## src/rtl/alu_rr_scheduler.sv

```systemverilog
// alu_rr_scheduler: round-robin sharing of one ALU and one register file
// between NREQ requesters, with a held tagged response channel and a
// one-entry-per-cycle register-file clear sequencer that blocks issue.
module alu_rr_scheduler #(
  parameter int NREQ = 4,
  parameter int DW   = 32,
  parameter int NREG = 8,
  localparam int RW  = $clog2(NREG),
  localparam int IW  = $clog2(NREQ),
  localparam int SW  = $clog2(DW)
) (
  input  logic               clk,
  input  logic               rst,
  input  logic [NREQ-1:0]    req_valid,
  output logic [NREQ-1:0]    req_ready,
  input  logic [3*NREQ-1:0]  req_op,
  input  logic [RW*NREQ-1:0] req_rd,
  input  logic [RW*NREQ-1:0] req_rs1,
  input  logic [RW*NREQ-1:0] req_rs2,
  input  logic [DW*NREQ-1:0] req_imm,
  output logic               rsp_valid,
  input  logic               rsp_ready,
  output logic [IW-1:0]      rsp_id,
  output logic [DW-1:0]      rsp_data,
  input  logic               clr_req,
  output logic               clr_done,
  output logic               busy
);

  typedef enum logic {
    RUN   = 1'b0,
    CLEAR = 1'b1
  } state_t;

  state_t        state;
  logic [IW-1:0] rr_ptr;
  logic [RW-1:0] clr_idx;
  logic [DW-1:0] regs [NREG];

  // Per-requester views of the packed payload buses
  logic [2:0]    op_arr  [NREQ];
  logic [RW-1:0] rd_arr  [NREQ];
  logic [RW-1:0] rs1_arr [NREQ];
  logic [RW-1:0] rs2_arr [NREQ];
  logic [DW-1:0] imm_arr [NREQ];

  for (genvar i = 0; i < NREQ; i++) begin : g_unpack
    assign op_arr[i]  = req_op[3*i +: 3];
    assign rd_arr[i]  = req_rd[RW*i +: RW];
    assign rs1_arr[i] = req_rs1[RW*i +: RW];
    assign rs2_arr[i] = req_rs2[RW*i +: RW];
    assign imm_arr[i] = req_imm[DW*i +: DW];
  end

  logic [IW-1:0] grant;
  logic          grant_found;
  logic          can_issue;
  logic          handshake;
  logic [IW-1:0] next_ptr;

  // Round-robin search: first valid requester at or after rr_ptr, with wrap
  always_comb begin
    int cand;
    grant       = '0;
    grant_found = 1'b0;
    cand        = 0;
    for (int k = 0; k < NREQ; k++) begin
      cand = int'(rr_ptr) + k;
      if (cand >= NREQ) begin
        cand = cand - NREQ;
      end else begin
        cand = cand;
      end
      if (!grant_found && req_valid[cand]) begin
        grant       = IW'(cand);
        grant_found = 1'b1;
      end else begin
        grant_found = grant_found;
      end
    end
  end

  // A pending clear request wins over any grant in the same cycle
  assign can_issue = (state == RUN) && !clr_req && (!rsp_valid || rsp_ready);
  assign handshake = can_issue && grant_found;
  assign next_ptr  = (grant == IW'(NREQ - 1)) ? '0 : grant + IW'(1);
  assign busy      = (state == CLEAR) || rsp_valid;

  // Only the granted requester sees ready, and only when issue is possible
  always_comb begin
    req_ready = '0;
    if (handshake) begin
      req_ready[grant] = 1'b1;
    end else begin
      req_ready = '0;
    end
  end

  logic [2:0]    op;
  logic [RW-1:0] rd;
  logic [DW-1:0] imm;
  logic [DW-1:0] a;
  logic [DW-1:0] b;
  logic [SW-1:0] sh;
  logic [DW-1:0] result;

  // Operands come from the current contents; rd==rs reads the old value
  assign op  = op_arr[grant];
  assign rd  = rd_arr[grant];
  assign imm = imm_arr[grant];
  assign a   = regs[rs1_arr[grant]];
  assign b   = regs[rs2_arr[grant]];
  assign sh  = b[SW-1:0];

  // ALU: wrap-around arithmetic, shift amount taken from the low bits of b
  always_comb begin
    result = '0;
    case (op)
      3'd0:    result = a + b;
      3'd1:    result = a - b;
      3'd2:    result = a & b;
      3'd3:    result = a | b;
      3'd4:    result = a ^ b;
      3'd5:    result = a << sh;
      3'd6:    result = a >> sh;
      3'd7:    result = imm;
      default: result = '0;
    endcase
  end

  // Run/clear FSM with register file, arbiter pointer and response holding
  always_ff @(posedge clk) begin
    if (rst) begin
      state     <= RUN;
      rr_ptr    <= '0;
      clr_idx   <= '0;
      rsp_valid <= 1'b0;
      rsp_id    <= '0;
      rsp_data  <= '0;
      clr_done  <= 1'b0;
      for (int i = 0; i < NREG; i++) begin
        regs[i] <= '0;
      end
    end else begin
      clr_done <= 1'b0;
      if (rsp_valid && rsp_ready) begin
        rsp_valid <= 1'b0;
      end else begin
        rsp_valid <= rsp_valid;
      end
      case (state)
        RUN: begin
          if (clr_req) begin
            state   <= CLEAR;
            clr_idx <= '0;
          end else if (handshake) begin
            regs[rd]  <= result;
            rsp_data  <= result;
            rsp_id    <= grant;
            rsp_valid <= 1'b1;
            rr_ptr    <= next_ptr;
          end else begin
            state <= RUN;
          end
        end
        CLEAR: begin
          regs[clr_idx] <= '0;
          clr_idx       <= clr_idx + RW'(1);
          if (clr_idx == RW'(NREG - 1)) begin
            state    <= RUN;
            clr_done <= 1'b1;
          end else begin
            state <= CLEAR;
          end
        end
        default: state <= RUN;
      endcase
    end
  end

endmodule

```

## config.mk

```make
export PLATFORM = sky130hd
export DESIGN_NAME = alu_rr_scheduler
export DESIGN_NICKNAME = d
export VERILOG_FILES = /design/src/rtl/alu_rr_scheduler.sv
export SDC_FILE = /design/constraint.sdc
export NUM_CORES = 1
export LEC_CHECK = 0
export BUFFER_PORTS_ARGS = -buffer_cell sky130_fd_sc_hd__buf_2
export CORE_MARGIN = 2
export CORE_UTILIZATION = 40
export DETAILED_ROUTE_END_ITERATION = 6
export PLACE_DENSITY_LB_ADDON = 0.05
export SETUP_SLACK_MARGIN = 0.02
export SLEW_MARGIN = 5
export SYNTH_ARGS = -nofsm -noshare
export SYNTH_HDL_FRONTEND = slang
export SYNTH_SLANG_ARGS = --single-unit
export TNS_END_PERCENT = 20
```

## constraint.sdc

```tcl
create_clock -name clk -period 7.3 [get_ports clk]
set_clock_uncertainty 0.15 [all_clocks]
set_input_delay 0.365 -clock clk [delete_from_list [all_inputs] [get_ports clk]]
set_output_delay 0.365 -clock clk [all_outputs]
set_load 0.05 [all_outputs]
```

==> qor.txt <==
status: completed
Netlist cell types: 108
area delta synth->final: 16.6%
Post-DRT Antenna Nets: 0
WHS: 0.0779 ns
slew margin rel.: 1.64%
CTS tree: yes
share of cells above drive strength 1: 19.7%
row count: 91
slowest stage delay, CP: 1.15 ns
final wirelength: 119 mm
CP cell instances: nor2b_2 -> a211o_2 -> nand2_1 -> inv_2 -> buf_6 -> a32oi_4 -> buf_4 -> buf_4 -> buf_4 -> nand2_1 -> a32oi_1 -> nand2_1 -> mux2i_1 -> mux2i_1 -> o21ai_0 -> a22oi_1 -> o221a_1 -> a211oi_2
vias in the first global route: 23500
sequential-to-total area share from yosys stat: 34.1%
maximum fanout along the worst path: 46
total power: 12000 uW
max-cap violations: 0
final hold viol count: 0
Pre-antenna DRT Iters: 5
DP Wirelength: 88.6 mm
WP data required: 7.64 ns
Avg Cell Area, Syn: 8.82 um2
RSZ-0062 raised after global routing: no
startpoint types: flop
Peak VDD IR: 0.225 mV
Core ar.: 61700 um2
Worst setup EP type: flop
Hold/Removal Path Class: in2reg
Setup CP Type: reg2reg
warnings from Yosys: 0
DR WL/cell: 30.1 um
Clock Path Buffers: 3
first-pass GRT wire length: 168 mm
GR Overflow Total: 0
initial antenna violation count: 6
crit path DAT: 7.31 ns
Die W: 254 um
Root Buffer: clkbuf_16
Total GRT Usage: 36.1%
Final Critical Period: 6.97 ns
Ports: 225
CTS clk-pin slew, worst paths: 0.06 ns
first-iteration detailed-routing DRC count: 3210
Final Non-Filler Cells: 3953
Static Leak: 0.0123 uW
number of synthesized flops with an enable pin: 256
CTS Buf Count: 36
Via Count: 24800
Slew Limit Fails: 0
Post-Syn Nets: 3126
synthesized area: 25000 um2
drc violations: 0
DR vias/cell: 6.26
Inst Count DP: 3880
die area: 64500 um2
Die Span Y: 254 um
Slew @ Worst Pin: 1.46 ns
Port-buffer cells: 224
Clk Latency, worst-skew pair: 0.58 ns
Layout Nets: 3381
# H-tree levels: 2
ys flop type: edfxtp_1
final setup fails: 0
Fmax: 143 MHz
Mapped Cells: 2832
largest net degree at the start of global routing: 71
Layout fillers: 5950
#FFs+latches synth: 298
crit path max-delay cell type: o21ai_0
GPL Wtd Cong: 1.02
P per Cell Area: 411 nW/um2
Initial Utilization: 40.5%
CTS sink count: 298
ys async rst share: 0%
Tcrit/Tclk final: 95.5%
-- state kept, by name (all words and copies together) (netlist names) --
register and count:
regs 256, rsp_valid 1, rsp_data 32, clr_idx 3
clr_done 1, state 1, rsp_id 2, rr_ptr 2
-- logic make-up after synthesis --
kind of cell,after synthesis,synth area share (%)
AND/OR/NAND/NOR,1145,20.7
AO/OA/AOI/OAI,612,17.3
multiplexers,341,15.3
flip-flops,298,34.1
buffers and inverters,270,5.05
adder cells (fa/ha/maj),110,5.54
XOR/XNOR,56,2.02
-- layer usage --
layer / vias to the layer above / GRT usage (%) / share of wire (%)
met5: - / 0 / 0.022
met1: 12200 / 48.8 / 42
met4: 4 / 13.7 / 4.1
met2: 1375 / 57.5 / 45
li1: 11000 / - / -
met3: 252 / 6.52 / 8.7
-- worst max-delay path: cells and delay by family (launching register included) --
family          cells  cell delay [ns]
flops               1             0.38
compound gates      7             3.42
simple gates        4             0.64
mux                 2             0.60
buf+inv             5             1.62
-- area by class of cell --
class,instances,area [um2],area share [%]
antenna,1,2.50,0.00859
clock buffer,46,978,3.36
clock inverter,20,275,0.945
inverter,78,300,1.03
multi-input combinational,2264,15400,52.7
sequential,298,8530,29.3
tap,837,1050,3.59
timing repair buffer,409,2640,9.06
-- through the flow --
step / setup TNS, ns / util (%) / cell area (um2) / worst slack [ns]
2_1_floorplan: 0 / - / 25000 / 0.554
3_3_place_gp: -2.04 / 45.0 / 27700 / -0.265
3_5_place_dp: -4.46 / 45.0 / 27700 / -0.315
4_1_cts: 0 / 47.0 / 29000 / 0.0846
5_1_grt: 0 / 47.2 / 29100 / 0.0430
6_report: 0 / 47.2 / 29100 / 0.329
-- cell usage in the layout (no fill, tap or decap), types with 72 or more instances in the layout --
cell type and count:
a21oi_1 172, ha_1 109, inv_1 72, buf_4 172
o21ai_0 80, mux2i_1 273, edfxtp_1 256, nand3_1 167
buf_2 224, nand2_1 450, nor2_1 261
-- timing repair --
item	CTS	global route
buffers inserted	0	3
hold buffers	2	0
gates cloned	0	1
endpoints found under the setup margin	9	70
hold endpoints to repair	3	0
pin swaps	0	2
resized for setup	4	12
-- final timing paths --
path	start	to	slack [ns]	cells after the start
worst min-delay path	req_valid[2]	rsp_valid	0.08	3
worst min register to register	rsp_id[0]	rsp_id[0]	0.33	2
worst max register to register	rr_ptr[0]	rsp_data[11]	0.33	18
worst max-delay path	rr_ptr[0]	rsp_data[11]	0.33	18
-- synthesized netlist by cell type (all sizes together), types with 7 or more instances --
master / number / area [um2]
a211oi: 43 / 348
a21o: 17 / 128
a21oi: 174 / 878
a221o: 16 / 160
a221oi: 28 / 275
a22oi: 15 / 150
a311oi: 12 / 118
a31oi: 20 / 138
a32oi: 26 / 269
and2: 66 / 413
and3: 19 / 119
buf: 107 / 641
clkbuf: 85 / 319
dfxtp: 42 / 841
edfxtp: 256 / 7690
ha: 109 / 1360
inv: 77 / 297
mux2: 36 / 409
mux2i: 280 / 2840
mux4: 25 / 563
nand2: 451 / 1690
nand2b: 15 / 93.8
nand3: 171 / 871
nand4: 30 / 194
nor2: 266 / 1010
nor2b: 17 / 106
nor3: 66 / 335
nor3b: 9 / 67.6
nor4: 17 / 128
o211a: 7 / 70.1
o211ai: 25 / 198
o21a: 15 / 114
o21ai: 97 / 497
o21bai: 8 / 60.1
o221ai: 8 / 82.6
o22ai: 41 / 270
o31ai: 7 / 52.6
or3: 7 / 43.8
xnor2: 46 / 403
xor2: 9 / 78.8
-- power breakdown --
group / switching (uW) / internal (uW)
sequential: 105 / 2010
clock: 808 / 1110
combinational: 5320 / 2620
total: 6240 / 5740
(Power assumes the default switching activity.)
